[src/rtl/ls299_if.sv]
// Bus-side signal bundle for the ls299 shift/storage register: chip-clock enable,
// mode and serial inputs, output enables, and the shared parallel I/O pins.
interface ls299_if;
  logic       cen;
  logic       s0;
  logic       s1;
  logic       ds0;
  logic       ds7;
  logic       oe1_n;
  logic       oe2_n;
  logic [7:0] io_in;
  logic [7:0] io_out;
  logic       io_oe;
  logic       q0;
  logic       q7;

  modport master (
    output cen, s0, s1, ds0, ds7, oe1_n, oe2_n, io_in,
    input  io_out, io_oe, q0, q7
  );

  modport slave (
    input  cen, s0, s1, ds0, ds7, oe1_n, oe2_n, io_in,
    output io_out, io_oe, q0, q7
  );
endinterface

[src/rtl/ls299.sv]
// 74LS299 8-bit universal shift/storage register. The chip CP edge is modelled
// as the cen enable on clk; MR maps onto the asynchronous reset_n.
module ls299 (
  input logic   clk,
  input logic   reset_n,
  ls299_if.slave bus
);

  logic [7:0] r;

  // Next register value for a given mode; hold covers mode 00.
  function automatic logic [7:0] next_r(
    input logic [1:0] mode,
    input logic [7:0] cur,
    input logic       ser_r,
    input logic       ser_l,
    input logic [7:0] par
  );
    logic [7:0] nxt;
    nxt = cur;
    case (mode)
      2'b01:   nxt = {cur[6:0], ser_r};
      2'b10:   nxt = {ser_l, cur[7:1]};
      2'b11:   nxt = par;
      default: nxt = cur;
    endcase
    return nxt;
  endfunction

  // Register stage: updates only on chip-clock edges, cleared at once by MR.
  always_ff @(posedge clk or negedge reset_n) begin
    if (!reset_n) begin
      r <= 8'h00;
    end else if (bus.cen) begin
      r <= next_r({bus.s1, bus.s0}, r, bus.ds0, bus.ds7, bus.io_in);
    end
  end

  assign bus.io_out = r;
  assign bus.q0     = r[0];
  assign bus.q7     = r[7];
  // Drivers drop out in load mode so a load never samples our own outputs.
  assign bus.io_oe  = ~bus.oe1_n & ~bus.oe2_n & ~(bus.s1 & bus.s0);

endmodule

[src/flat_wrapper.sv]
// flat-port wrapper written by rule: the top's interface ports become plain ports
module ls299_flat 
  (clk, reset_n, bus_cen, bus_s0, bus_s1, bus_ds0, bus_ds7, bus_oe1_n, bus_oe2_n, bus_io_in, bus_io_out, bus_io_oe, bus_q0, bus_q7);
  ls299_if bus_i ();
  input logic clk;
  input logic reset_n;
  input wire logic [$bits(bus_i.cen)-1:0] bus_cen;
  input wire logic [$bits(bus_i.s0)-1:0] bus_s0;
  input wire logic [$bits(bus_i.s1)-1:0] bus_s1;
  input wire logic [$bits(bus_i.ds0)-1:0] bus_ds0;
  input wire logic [$bits(bus_i.ds7)-1:0] bus_ds7;
  input wire logic [$bits(bus_i.oe1_n)-1:0] bus_oe1_n;
  input wire logic [$bits(bus_i.oe2_n)-1:0] bus_oe2_n;
  input wire logic [$bits(bus_i.io_in)-1:0] bus_io_in;
  output wire logic [$bits(bus_i.io_out)-1:0] bus_io_out;
  output wire logic [$bits(bus_i.io_oe)-1:0] bus_io_oe;
  output wire logic [$bits(bus_i.q0)-1:0] bus_q0;
  output wire logic [$bits(bus_i.q7)-1:0] bus_q7;
  assign bus_i.cen = bus_cen;
  assign bus_i.s0 = bus_s0;
  assign bus_i.s1 = bus_s1;
  assign bus_i.ds0 = bus_ds0;
  assign bus_i.ds7 = bus_ds7;
  assign bus_i.oe1_n = bus_oe1_n;
  assign bus_i.oe2_n = bus_oe2_n;
  assign bus_i.io_in = bus_io_in;
  assign bus_io_out = bus_i.io_out;
  assign bus_io_oe = bus_i.io_oe;
  assign bus_q0 = bus_i.q0;
  assign bus_q7 = bus_i.q7;
  ls299 u_core (.clk(clk), .reset_n(reset_n), .bus(bus_i));
endmodule
[config.mk]
export PLATFORM = sky130hd
export DESIGN_NAME = ls299_flat
export DESIGN_NICKNAME = d
export VERILOG_FILES = /design/src/rtl/ls299_if.sv /design/src/rtl/ls299.sv /design/src/flat_wrapper.sv
export SDC_FILE = /design/constraint.sdc
export NUM_CORES = 1
export LEC_CHECK = 0
export CAP_MARGIN = 25
export CORE_MARGIN = 2
export CORE_UTILIZATION = 33
export CTS_BUF_LIST = sky130_fd_sc_hd__clkbuf_16
export CTS_CLUSTER_SIZE = 40
export DETAILED_ROUTE_END_ITERATION = 8
export PLACE_DENSITY = 0.64
export SLEW_MARGIN = 15
export SYNTH_ARGS = -nofsm -noshare
export SYNTH_HDL_FRONTEND = slang
export SYNTH_SLANG_ARGS = --single-unit
[constraint.sdc]
create_clock -name clk -period 1 [get_ports clk]
set_input_delay 0.2 -clock clk [delete_from_list [all_inputs] [get_ports clk]]
set_output_delay 0.2 -clock clk [all_outputs]
set_load 0.02 [all_outputs]
Word level (Yosys, flattened, before mapping)
Index checks and enable logic that the tools add are counted.
W data, S select, Z words.
{"block": "word_totals", "ff_bits": 8, "elab_cells": 13}
{"block": "op_classes", "n_eq_ne": 3, "n_mux": 1, "n_bitwise": 6, "n_reduce_logical": 2}
{"operator": "$pmux W8 S3", "n": 1}
{"operator": "$eq A2 B2 Y1 const B", "n": 2}
{"operator": "$and A1 B1 Y1", "n": 3}
{"operator": "$not A1 Y1", "n": 3}
{"operator": "$reduce_bool A3 Y1", "n": 1}
{"operator": "$eq A2 B1 Y1 const B", "n": 1}
{"operator": "$reduce_and A2 Y1", "n": 1}

Depth between registers and ports, before layout
Gate-level depths: netlist of the first run.
{"block": "logic_depth", "word_depth": 3, "mapped_depth": 4, "ltp_nobuf": 2}

Least setup slack after synthesis of the first run
No wires, ideal clock.
{"block": "synth_timing", "path_type": "input to output", "start": "input port bus_s0", "end": "output port bus_io_oe", "arrival_ns": 1.035, "required_ns": 0.800, "setup_slack_ns": -0.235, "cell_stages": 3, "path_buffers": 2, "path_cell_list": "buf_6 buf_8 a211oi_1"}
{"block": "synth_via", "elab_chain_cells": 3}
{"item": "from (decl)", "line_no": "flat_wrapper.sv:8", "text": "input wire logic [$bits(bus_i.s0)-1:0] bus_s0;"}
{"item": "$and A1 B1 Y1", "line_no": "ls299.sv:43", "text": "assign bus.io_oe = ~bus.oe1_n & ~bus.oe2_n & ~(bus.s1 & bus.s0);"}
{"item": "$not A1 Y1", "line_no": "ls299.sv:43"}
{"item": "$and A1 B1 Y1", "line_no": "ls299.sv:43"}
{"item": "to (decl)", "line_no": "flat_wrapper.sv:16", "text": "output wire logic [$bits(bus_i.io_oe)-1:0] bus_io_oe;"}
Every way passes these cells.

Final worst setup path of the first run
{"block": "layout_timing", "start": "register u_core.r[0] (netlist: u_core.bus.io_out[0])", "end": "output port bus_io_out[0]"}
{"item": "from (decl)", "line_no": "ls299.sv:9", "text": "logic [7:0] r;"}
{"item": "from (signal assigned)", "line_no": "ls299.sv:35", "text": "r <= next_r({bus.s1, bus.s0}, r, bus.ds0, bus.ds7, bus.io_in);"}
{"item": "to (decl)", "line_no": "flat_wrapper.sv:15", "text": "output wire logic [$bits(bus_i.io_out)-1:0] bus_io_out;"}
No word-level cell between the ends.

==> metrics, run 1 <==
Hold Buf Count CTS=0; nets=109; Area contributors post-synth=dfrtp_1, a221oi_2, mux2i_1; Largest delay share family, worst path=flip-flops; Critical R2R Capture=u_core.bus.io_out[1]$_DFFE_PN0P_; Routed wire per std cell=16.4 microns; worst vdd ir=1.08 mV; clock buffer count from CTS=3; Hold Vio Cnt, Final=0; Fmax=1010 MHz; worst skew pair latency=240 ps; vias in the first global route=601; FF-to-FF Start=u_core.bus.io_out[0]$_DFFE_PN0P_; setup TNS=0 ps; outcome=completed; Worst setup EP type=primary output; synthesized net count=66; #FFs+latches synth=8; Power Density=1560 mW/mm^2; share of cells above drive strength 1=0.578; total global routing overflow=0; Slowest cell on crit path=dfrtp_1; CTS tree=done; DRC=0; post-route setup slack=5.04 ps; area share of the largest cell type after synthesis=0.332; Fin Clk Skew=3.66 ps; initial core utilization=0.349; synthesized area=603 sq um; Yosys cell types=13; Pre-Repair DR Iteration Count=2; dominant cell type by area after synthesis=dfrtp_1; GP Congestion=0.720; critical path, cell by cell=buf_2; CP max FO=3; Core Rows=15; # Max-Cap Violations=0; H-tree levels=1; post-detail-place hpwl=1.09 mm; core footprint=0.00173 sq mm; DIE WIDTH=46.8 microns; routed length on met1=828 microns; Crit path buffers/inverters=1; storage element area=200 sq um; WS Path Type=reg2out; R2R setup slack=20 ps; number of flip-flops in the largest register=8; Starting DRT DRC Count=9; CP startpoint kind=register; CTS Sinks=8; DRT Wirelength=1.89 mm; initial antenna violation count=0; Post-DRT Antenna Nets=0; clk buf depth=2; Slew headroom=0.826; average cell area after synthesis=12.3 sq um; Final Critical Period=995 ps; Area Overhead vs Synth=95.6%; I/O pins=28; top routing layer in use=met4; Die ar.=0.00219 sq mm; Static Leak=0.578 nW; CP Data Arrival Time=790 ps; vias per std cell=4.91; Synth warnings=0; max-slew violations=0; Worst-path clk slew=40 ps; post-synthesis sequential area ratio=0.332; largest net degree at the start of global routing=10; WP data required=800 ps; R2R cell count=3; Placement Setup Slack=-770 ps; first-pass GRT wire length=2.82 mm; Die Ht=46.8 microns; CP peak stage delay=390 ps; Synth Instances=49; RSZ-0062 raised after global routing=yes; metal3 WL=86 microns; GRT Util Overall=0.199; Via Count=565; fillers=142; Slew @ Worst Pin=258 ps; IO Port Bufs=27; final core utilization=0.683; Antenna Cells=0; final worst-path cycle share=0.995; final setup fails=0; met2 WL=916 microns; HP Class=in2async; Root Buffer=clkbuf_16; multi-input logic area=424 sq um
[worst max-delay path by stage]
stage / start / to / slack, ps / cells past startpoint
3_5_place_dp: bus_s0 / bus_io_oe / -770 / 3
3_3_place_gp: bus_s0 / bus_io_oe / -760 / 3
5_1_grt: u_core.bus.io_out[6]$_DFFE_PN0P_ / u_core.bus.io_out[7]$_DFFE_PN0P_ / -30 / 3
4_1_cts: u_core.bus.io_out[3]$_DFFE_PN0P_ / u_core.bus.io_out[4]$_DFFE_PN0P_ / 4 / 3
6_report: u_core.bus.io_out[0]$_DFFE_PN0P_ / bus_io_out[0] / 5 / 1
2_1_floorplan: bus_s0 / bus_io_oe / 10 / 3
[cell usage in the layout, fill, tap and decap left out, types with 2 or more instances in the layout]
cell type and instances:
dlygate4sd2_1 2, nor4bb_4 6, clkbuf_16 3, buf_4 4, inv_1 8, buf_6 10
buf_2 12, mux2i_1 8, clkdlybuf4s50_1 11, dfrtp_1 8, a221oi_2 8
[per-stage QoR]
| step | hold WS (ps) | cells | area, sq um | power (mW) |
|---|---|---|---|---|
| floorplan | -95.6 | 49 | 616 | 0.751 |
| global placement | 496 | 107 | 950 | 1.06 |
| detailed placement | 499 | 107 | 950 | 1.07 |
| CTS | 253 | 114 | 1120 | 1.77 |
| global route | 281 | 115 | 1180 | 1.92 |
| finish | 243 | 115 | 1180 | 1.84 |
[report_power, final]
part           switching [mW]  leakage (nW)  internal (mW)
Sequential             0.0367        0.0844          0.382
Combinational           0.344         0.456          0.384
Clock                   0.178        0.0370          0.518
Total                   0.559         0.578           1.28
[logic make-up after synthesis]
kind of cell | synth area share
compound gates | 0.239
buf+inv | 0.145
flops | 0.332
mux | 0.133
simple gates | 0.151
[area by class of cell]
class                           count  area share
Clock buffer                        3      0.0636
Multi-Input combinational cell     27       0.359
Timing Repair Buffer               44       0.355
Tap cell                           25      0.0265
Inverter                            8      0.0255
Sequential cell                     8       0.170
[metal layers]
| metal | vias to the layer above | track usage |
|---|---|---|
| met2 | 21 | 0.311 |
| li1 | 270 | - |
| met3 | 4 | 0.0346 |
| met4 | 0 | 0.150 |
| met1 | 270 | 0.243 |
| met5 | - | 0 |
[cells in the mapped netlist, drive strengths merged]
library cell  count
a221oi            8
dfrtp             8
inv               8
mux2i             8
nor4bb            7
buf               6
a211oi            1
and2              1
and4bb            1
o21ai             1
[worst register-to-register path: stages (launching register included)]
cell and delay, ps:
dfrtp_1 360, buf_6 110, and4bb_2 240, a221oi_2 170
[timing repair]
| action | in CTS | in global routing |
|---|---|---|
| pin swaps | 9 | 5 |
| resized for setup | 72 | 9 |
| cloned | 3 | 0 |
| endpoints found under the setup margin | 19 | 7 |
| buffers inserted | 1 | 1 |
Power figures use the tool's default switching activity.
==> run 2: changes to the inputs <==
--- a/config.mk
+++ b/config.mk
@@ -11,7 +11,7 @@
 export CTS_BUF_LIST = sky130_fd_sc_hd__clkbuf_16
 export CTS_CLUSTER_SIZE = 40
 export DETAILED_ROUTE_END_ITERATION = 8
-export PLACE_DENSITY = 0.64
+export PLACE_DENSITY = 0.76
 export SLEW_MARGIN = 15
 export SYNTH_ARGS = -nofsm -noshare
 export SYNTH_HDL_FRONTEND = slang
==> run 2 against run 1 <==
  * The flow now finishes with violations (negative setup slack)
  * Clock-buffer cell count unchanged
  * Non-clock buffer count increased by 2
  * Wire length increased by 8.0%
  * Final cell count increased by 1.7%
  * Global-route usage decreased by 0.33 points
  * Register-to-register slack about the same
  * Sequential cell count unchanged
  * Sequential share of layout area decreased by 0.37 points
  * Core utilization increased by 1.5 points
==> metrics, run 2 (same netlist as run 1, synthesis figures left out) <==
Fmax=994 MHz (-1.1%); H-tree levels=1 (unchanged); sequential power share=0.230 (+0.003); I/O pins=28 (unchanged); RSZ-0062 raised after global routing=yes; dpl cells=105 (-1.9%); clock share of power=0.370 (-0.008); final core utilization=0.699 (+0.0152); post-route setup slack=-5.81 ps (-10.9 ps); Core Rows=15 (unchanged); Hold Vio Cnt, Final=0 (unchanged); WS Path Type=reg2out; Starting DRT DRC Count=4 (-5); final worst-path cycle share=1.01 (+0.0109); nets=111 (+1.8%); vias in the first global route=584 (-2.8%); Pre-Repair DR Iteration Count=2 (unchanged); Crit path buffers/inverters=1 (unchanged); GRT Util Overall=0.195 (-0.00332); outcome=finished, violations left; Antenna Cells=0 (unchanged); post-detail-place hpwl=1.05 mm (-3.3%); fillers=122 (-14%); Fin Clk Skew=3.88 ps (+0.223 ps); Finished Cell Area=0.00121 sq mm (+2.2%); failing checks=negative setup slack; core footprint=0.00173 sq mm (unchanged); initial antenna violation count=0 (unchanged); HP Class=in2async; final setup fails=2 (+2); Via Count=599 (+6.0%); WP data required=800 ps (about the same); Root Buffer=clkbuf_16; Die ar.=0.00219 sq mm (unchanged); Sw Share=0.303 (about the same); CP Data Arrival Time=810 ps (+20 ps); Sw Pwr=566 uW (+1.2%); Cell Count, Final, Fillers Out=117 (+1.7%); IO Port Bufs=27 (unchanged); Power Internal=1.30 mW (+1.2%); initial core utilization=0.349 (unchanged); Worst-path clk slew=40 ps (about the same); number of flip-flops in the largest register=8 (unchanged); CTS Sinks=8 (unchanged); Post-DRT Antenna Nets=0 (unchanged); leading cell type in the layout, fill and taps excluded=buf_6; critical path, cell by cell=buf_6; clock buffer count from CTS=3 (unchanged); CP peak stage delay=420 ps (+30 ps); worst vdd ir=0.945 mV (-13%); Static Leak=0.589 nW (+1.9%); DRT Wirelength=2.04 mm (+8.0%); CP max FO=4 (+1); max-slew violations=0 (unchanged); DIE WIDTH=46.8 microns (unchanged); Final Critical Period=1010 ps (+10.9 ps); CTS tree=done; worst skew pair latency=240 ps (about the same); Comb power frac=0.400 (+0.005); Slew @ Worst Pin=282 ps (+24.3 ps); Worst setup EP type=primary output; GP Congestion=0.700 (-2.8%); clk buf depth=2 (unchanged); most frequent cells in the layout=buf_6, clkdlybuf4s50_1, buf_2; largest net degree at the start of global routing=15 (+5); # Max-Cap Violations=0 (unchanged); CP startpoint kind=register; Routed wire per std cell=17.4 microns (+6.2%); first-pass GRT wire length=2.85 mm (+0.96%); Area Overhead vs Synth=100%; Die Ht=46.8 microns (unchanged); total global routing overflow=0 (unchanged); Power Density=1550 mW/mm^2 (-0.99%); share of cells above drive strength 1=0.598 (+0.0200); DRC=0 (unchanged); Slowest cell on crit path=dfrtp_1; vias per std cell=5.12 (+4.2%); Largest delay share family, worst path=flip-flops; Cell Area, Placed=935 sq um (-1.6%); Slew headroom=0.812 (-0.0138); Hold Buf Count CTS=0 (unchanged)
==> run 2: power groups by stage <==
| stage | clock (mW) | combinational (mW) | sequential (mW) |
|---|---|---|---|
| 2_1_floorplan | 0 | 0.245 | 0.506 |
| 3_3_place_gp | 0 | 0.631 | 0.417 |
| 3_5_place_dp | 0 | 0.634 | 0.417 |
| 4_1_cts | 0.687 | 0.650 | 0.411 |
| 5_1_grt | 0.714 | 0.787 | 0.435 |
| 6_report | 0.691 | 0.746 | 0.429 |
==> run 2: final timing paths <==
path | start | endpoint | slack (ps) | cells after the start
min in group clk | bus_s1 | u_core.bus.io_out[0]$_DFFE_PN0P_ | 530 | 4
worst max-delay path | u_core.bus.io_out[0]$_DFFE_PN0P_ | bus_io_out[0] | -6 | 1
worst min-delay path | reset_n | u_core.bus.io_out[7]$_DFFE_PN0P_ | 250 | 2
worst max register to register | u_core.bus.io_out[2]$_DFFE_PN0P_ | u_core.bus.io_out[3]$_DFFE_PN0P_ | 10 | 3
worst min register to register | u_core.bus.io_out[0]$_DFFE_PN0P_ | u_core.bus.io_out[0]$_DFFE_PN0P_ | 600 | 2
max in group asynchronous | reset_n | u_core.bus.io_out[4]$_DFFE_PN0P_ | 620 | 2
==> run 2: metal layers <==
metal,vias to the layer above,global-route usage,wire length [microns]
li1,276,-,-
met1,296,0.256,933
met2,22,0.308,971
met3,5,0.0346,91
met4,0,0.100,40
met5,-,0,0
==> run 2: area by class of cell <==
type	instances	area (sq um)	share of cell area
repair buffers	46	445	0.369
flip-flops and latches	8	200	0.166
multi-input cells	27	424	0.352
inverters	8	30.0	0.0249
well taps	25	31.3	0.0259
clock buffers	3	75.1	0.0622
==> run 2: through the flow <==
step | total power, mW | TNS, ps | hold slack (ps) | setup slack (ps)
2_1_floorplan | 0.751 | 0 | -95.6 | 14.5
3_3_place_gp | 1.05 | -6880 | 501 | -760
3_5_place_dp | 1.05 | -6940 | 497 | -763
4_1_cts | 1.75 | 0 | 253 | 5.26
5_1_grt | 1.94 | -146 | 263 | -34.7
6_report | 1.87 | -10.6 | 245 | -5.81
==> run 2: what timing repair did <==
action                                 in CTS  in global routing
cloned                                      1                  1
setup endpoints to repair                  19                 13
resized for setup                          72                 20
endpoints found under the hold margin       0                  0
pin swaps                                   2                  6
buffers inserted                            7                  0
==> run 3: changes to the inputs <==
--- a/config.mk
+++ b/config.mk
@@ -5,13 +5,15 @@
 export SDC_FILE = /design/constraint.sdc
 export NUM_CORES = 1
 export LEC_CHECK = 0
+export ABC_AREA = 1
 export CAP_MARGIN = 25
 export CORE_MARGIN = 2
 export CORE_UTILIZATION = 33
 export CTS_BUF_LIST = sky130_fd_sc_hd__clkbuf_16
 export CTS_CLUSTER_SIZE = 40
 export DETAILED_ROUTE_END_ITERATION = 8
-export PLACE_DENSITY = 0.76
+export PLACE_DENSITY = 0.79
+export SETUP_SLACK_MARGIN = 0.05
 export SLEW_MARGIN = 15
 export SYNTH_ARGS = -nofsm -noshare
 export SYNTH_HDL_FRONTEND = slang
==> run 3 against run 2 <==
  * The flow now finishes without violations
  * Maximum frequency rose by 3.7%
  * Die area shrank 11%
  * Clock-buffer cell count unchanged
  * Via count rose by 10%
  * Critical endpoint unchanged
  * Largest power group is now the clock network
==> metrics, run 3 <==
outcome=completed; RSZ-0062 raised after global routing=yes; Synth Area in Simple Gates=0.462 (+0.311); CP startpoint kind=register; post-detail-place hpwl=1.22 mm (+15%); Crit path buffers/inverters=1 (unchanged); storage element area=200 sq um (unchanged); Yosys cell types=11 (-2); Routed wire per std cell=13.3 microns (-23%); Synth warnings=0 (unchanged); Largest delay share family, worst path=flip-flops; CP peak stage delay=370 ps (-50 ps); share of cells above drive strength 1=0.296 (-0.302); average cell area after synthesis=6.95 sq um (-44%); Synth Instances=76 (+55%); number of synthesized flops with an enable pin=0 (unchanged); critical path, cell by cell=buf_2; dominant cell type by area after synthesis=dfrtp_1; Post-DRT Antenna Nets=0 (unchanged); CTS Sinks=8 (unchanged); most frequent cells in the layout=nand2_1, nand3_1, buf_4; worst vdd ir=1.05 mV (+11%); CP Data Arrival Time=770 ps (-40 ps); top-count cell post-synth=nand2_1; Critical R2R Capture=u_core.bus.io_out[1]$_DFFE_PN0P_; initial antenna violation count=0 (unchanged); FF-to-FF Start=u_core.bus.io_out[2]$_DFFE_PN0P_; initial core utilization=0.350 (+0.00122); CP max FO=3 (-1); vias in the first global route=593 (+1.5%); WS Path Type=reg2out; Area contributors post-synth=dfrtp_1, nand3_1, nand2_1; Fmax=1030 MHz (+3.7%); multi-input logic area=265 sq um (-37%); Area Overhead vs Synth=77.3%; area share of the largest cell type after synthesis=0.379 (+0.0472); Power Density=1760 mW/mm^2 (+14%); synthesized net count=93 (+41%); # Max-Cap Violations=0 (unchanged); Fin Clk Skew=2.25 ps (-1.64 ps); Cell Area, Placed=878 sq um (-6.0%); core footprint=0.00151 sq mm (-13%); Cell Count, Final, Fillers Out=131 (+12%); R2R cell count=5 (+2); first-pass GRT wire length=2.42 mm (-15%); Via Count=659 (+10%); Finished Cell Area=936 sq um (-22%); nets=134 (+21%); fillers=135 (+11%); synthesized area=528 sq um (-12%); R2R setup slack=60 ps (+50 ps); Final Critical Period=970 ps (-35.7 ps); total power=1.65 mW (-12%); leading cell type in the layout, fill and taps excluded=nand2_1; #FFs+latches synth=8 (unchanged); largest net degree at the start of global routing=18 (+3); Worst-path clk slew=40 ps (about the same); XOR/XNOR Fraction of Synth Area=0 (unchanged); Slowest cell on crit path=dfrtp_1; Die ar.=0.00194 sq mm (-11%); DRC=0 (unchanged); final core utilization=0.621 (-0.0773); WP data required=800 ps (about the same); Primary FF master, synth=dfrtp_1; GP Congestion=0.785 (+12%); Die Ht=44 microns (-5.9%); Pre-Repair DR Iteration Count=4 (+2); main combinational cell family by area after synthesis=simple AND/OR/NAND/NOR gates; mux cell area share after synthesis=0 (-0.133); clock buffer count from CTS=3 (unchanged); ys async rst share=1.00 (unchanged); Static Leak=0.496 nW (-16%); Hold Vio Cnt, Final=0 (unchanged); Worst setup EP type=primary output; DIE WIDTH=44 microns (-5.9%); DRT Wirelength=1.75 mm (-14%); post-synthesis sequential area ratio=0.379 (+0.0472); vias per std cell=5.03 (-1.7%); Slew headroom=0.738 (-0.0736); final worst-path cycle share=0.970 (-0.0357); Core Rows=14 (-1); IO Port Bufs=27 (unchanged); HP Class=in2async; max-slew violations=0 (unchanged); GRT Util Overall=0.178 (-0.0172); worst skew pair latency=230 ps (about the same); Root Buffer=clkbuf_16; Antenna Cells=0 (unchanged); clk buf depth=2 (unchanged); total global routing overflow=0 (unchanged); H-tree levels=1 (unchanged); Adder-Cell Fraction of Synth Area=0 (unchanged); final setup fails=0 (-2); compound-gate portion of the synthesized area=0.0403 (-0.198); Hold Buf Count CTS=0 (unchanged); I/O pins=28 (unchanged); Slew @ Worst Pin=391 ps (+109 ps); Starting DRT DRC Count=26 (+22); most common library cells after synthesis=nand2_1, nand3_1, dfrtp_1; dpl cells=128 (+22%); CTS tree=done; number of flip-flops in the largest register=8 (unchanged)
## run 3: metal layers
metal	vias to the layer above	global-route usage	wire length, microns
li1	325	-	-
met1	289	0.201	718
met2	35	0.294	841
met3	10	0.0500	136
met4	0	0.109	51
met5	-	0	0
## run 3: final cells by class
cell class,count,area share
clock buffer,3,0.0802
inverter,4,0.0187
multi-input combinational,59,0.283
sequential,8,0.214
tap,16,0.0214
timing repair buffer,41,0.382
## run 3: cells by family (layout without fill, tap and decap cells)
family	count (synthesis)	count (layout)
simple gates	57	57
buf+inv	9	48
flops	8	8
compound gates	2	2
## run 3: timing repair
item	CTS	global route
pin swaps	2	2
endpoints found under the setup margin	19	19
resized for setup	66	4
buffers inserted	0	0
## run 3: worst max-delay path by stage
stage                                                start       endpoint  slack [ps]  cells past startpoint
after floorplan                                     bus_s0      bus_io_oe         130                      4
after global placement                              bus_s1      bus_io_oe        -650                      5
after detailed placement                            bus_s1      bus_io_oe        -680                      5
after CTS                 u_core.bus.io_out[0]$_DFFE_PN0P_  bus_io_out[0]          30                      1
after global routing      u_core.bus.io_out[0]$_DFFE_PN0P_  bus_io_out[0]          10                      1
final                     u_core.bus.io_out[0]$_DFFE_PN0P_  bus_io_out[0]          30                      1
## run 3: per-stage QoR
stage	TNS, ps	setup slack (ps)	hold WS (ps)
6_report	0	29.9	262
5_1_grt	0	9.78	296
4_1_cts	0	31.4	272
3_5_place_dp	-5320	-680	514
3_3_place_gp	-5150	-651	509
2_1_floorplan	0	126	-95.6
## run 3: power breakdown
group	leakage [nW]	internal [mW]	switching [mW]	total [mW]
Sequential	0.103	0.380	0.0388	0.419
Combinational	0.356	0.287	0.277	0.564
Clock	0.0370	0.515	0.149	0.663
Total	0.496	1.18	0.464	1.65
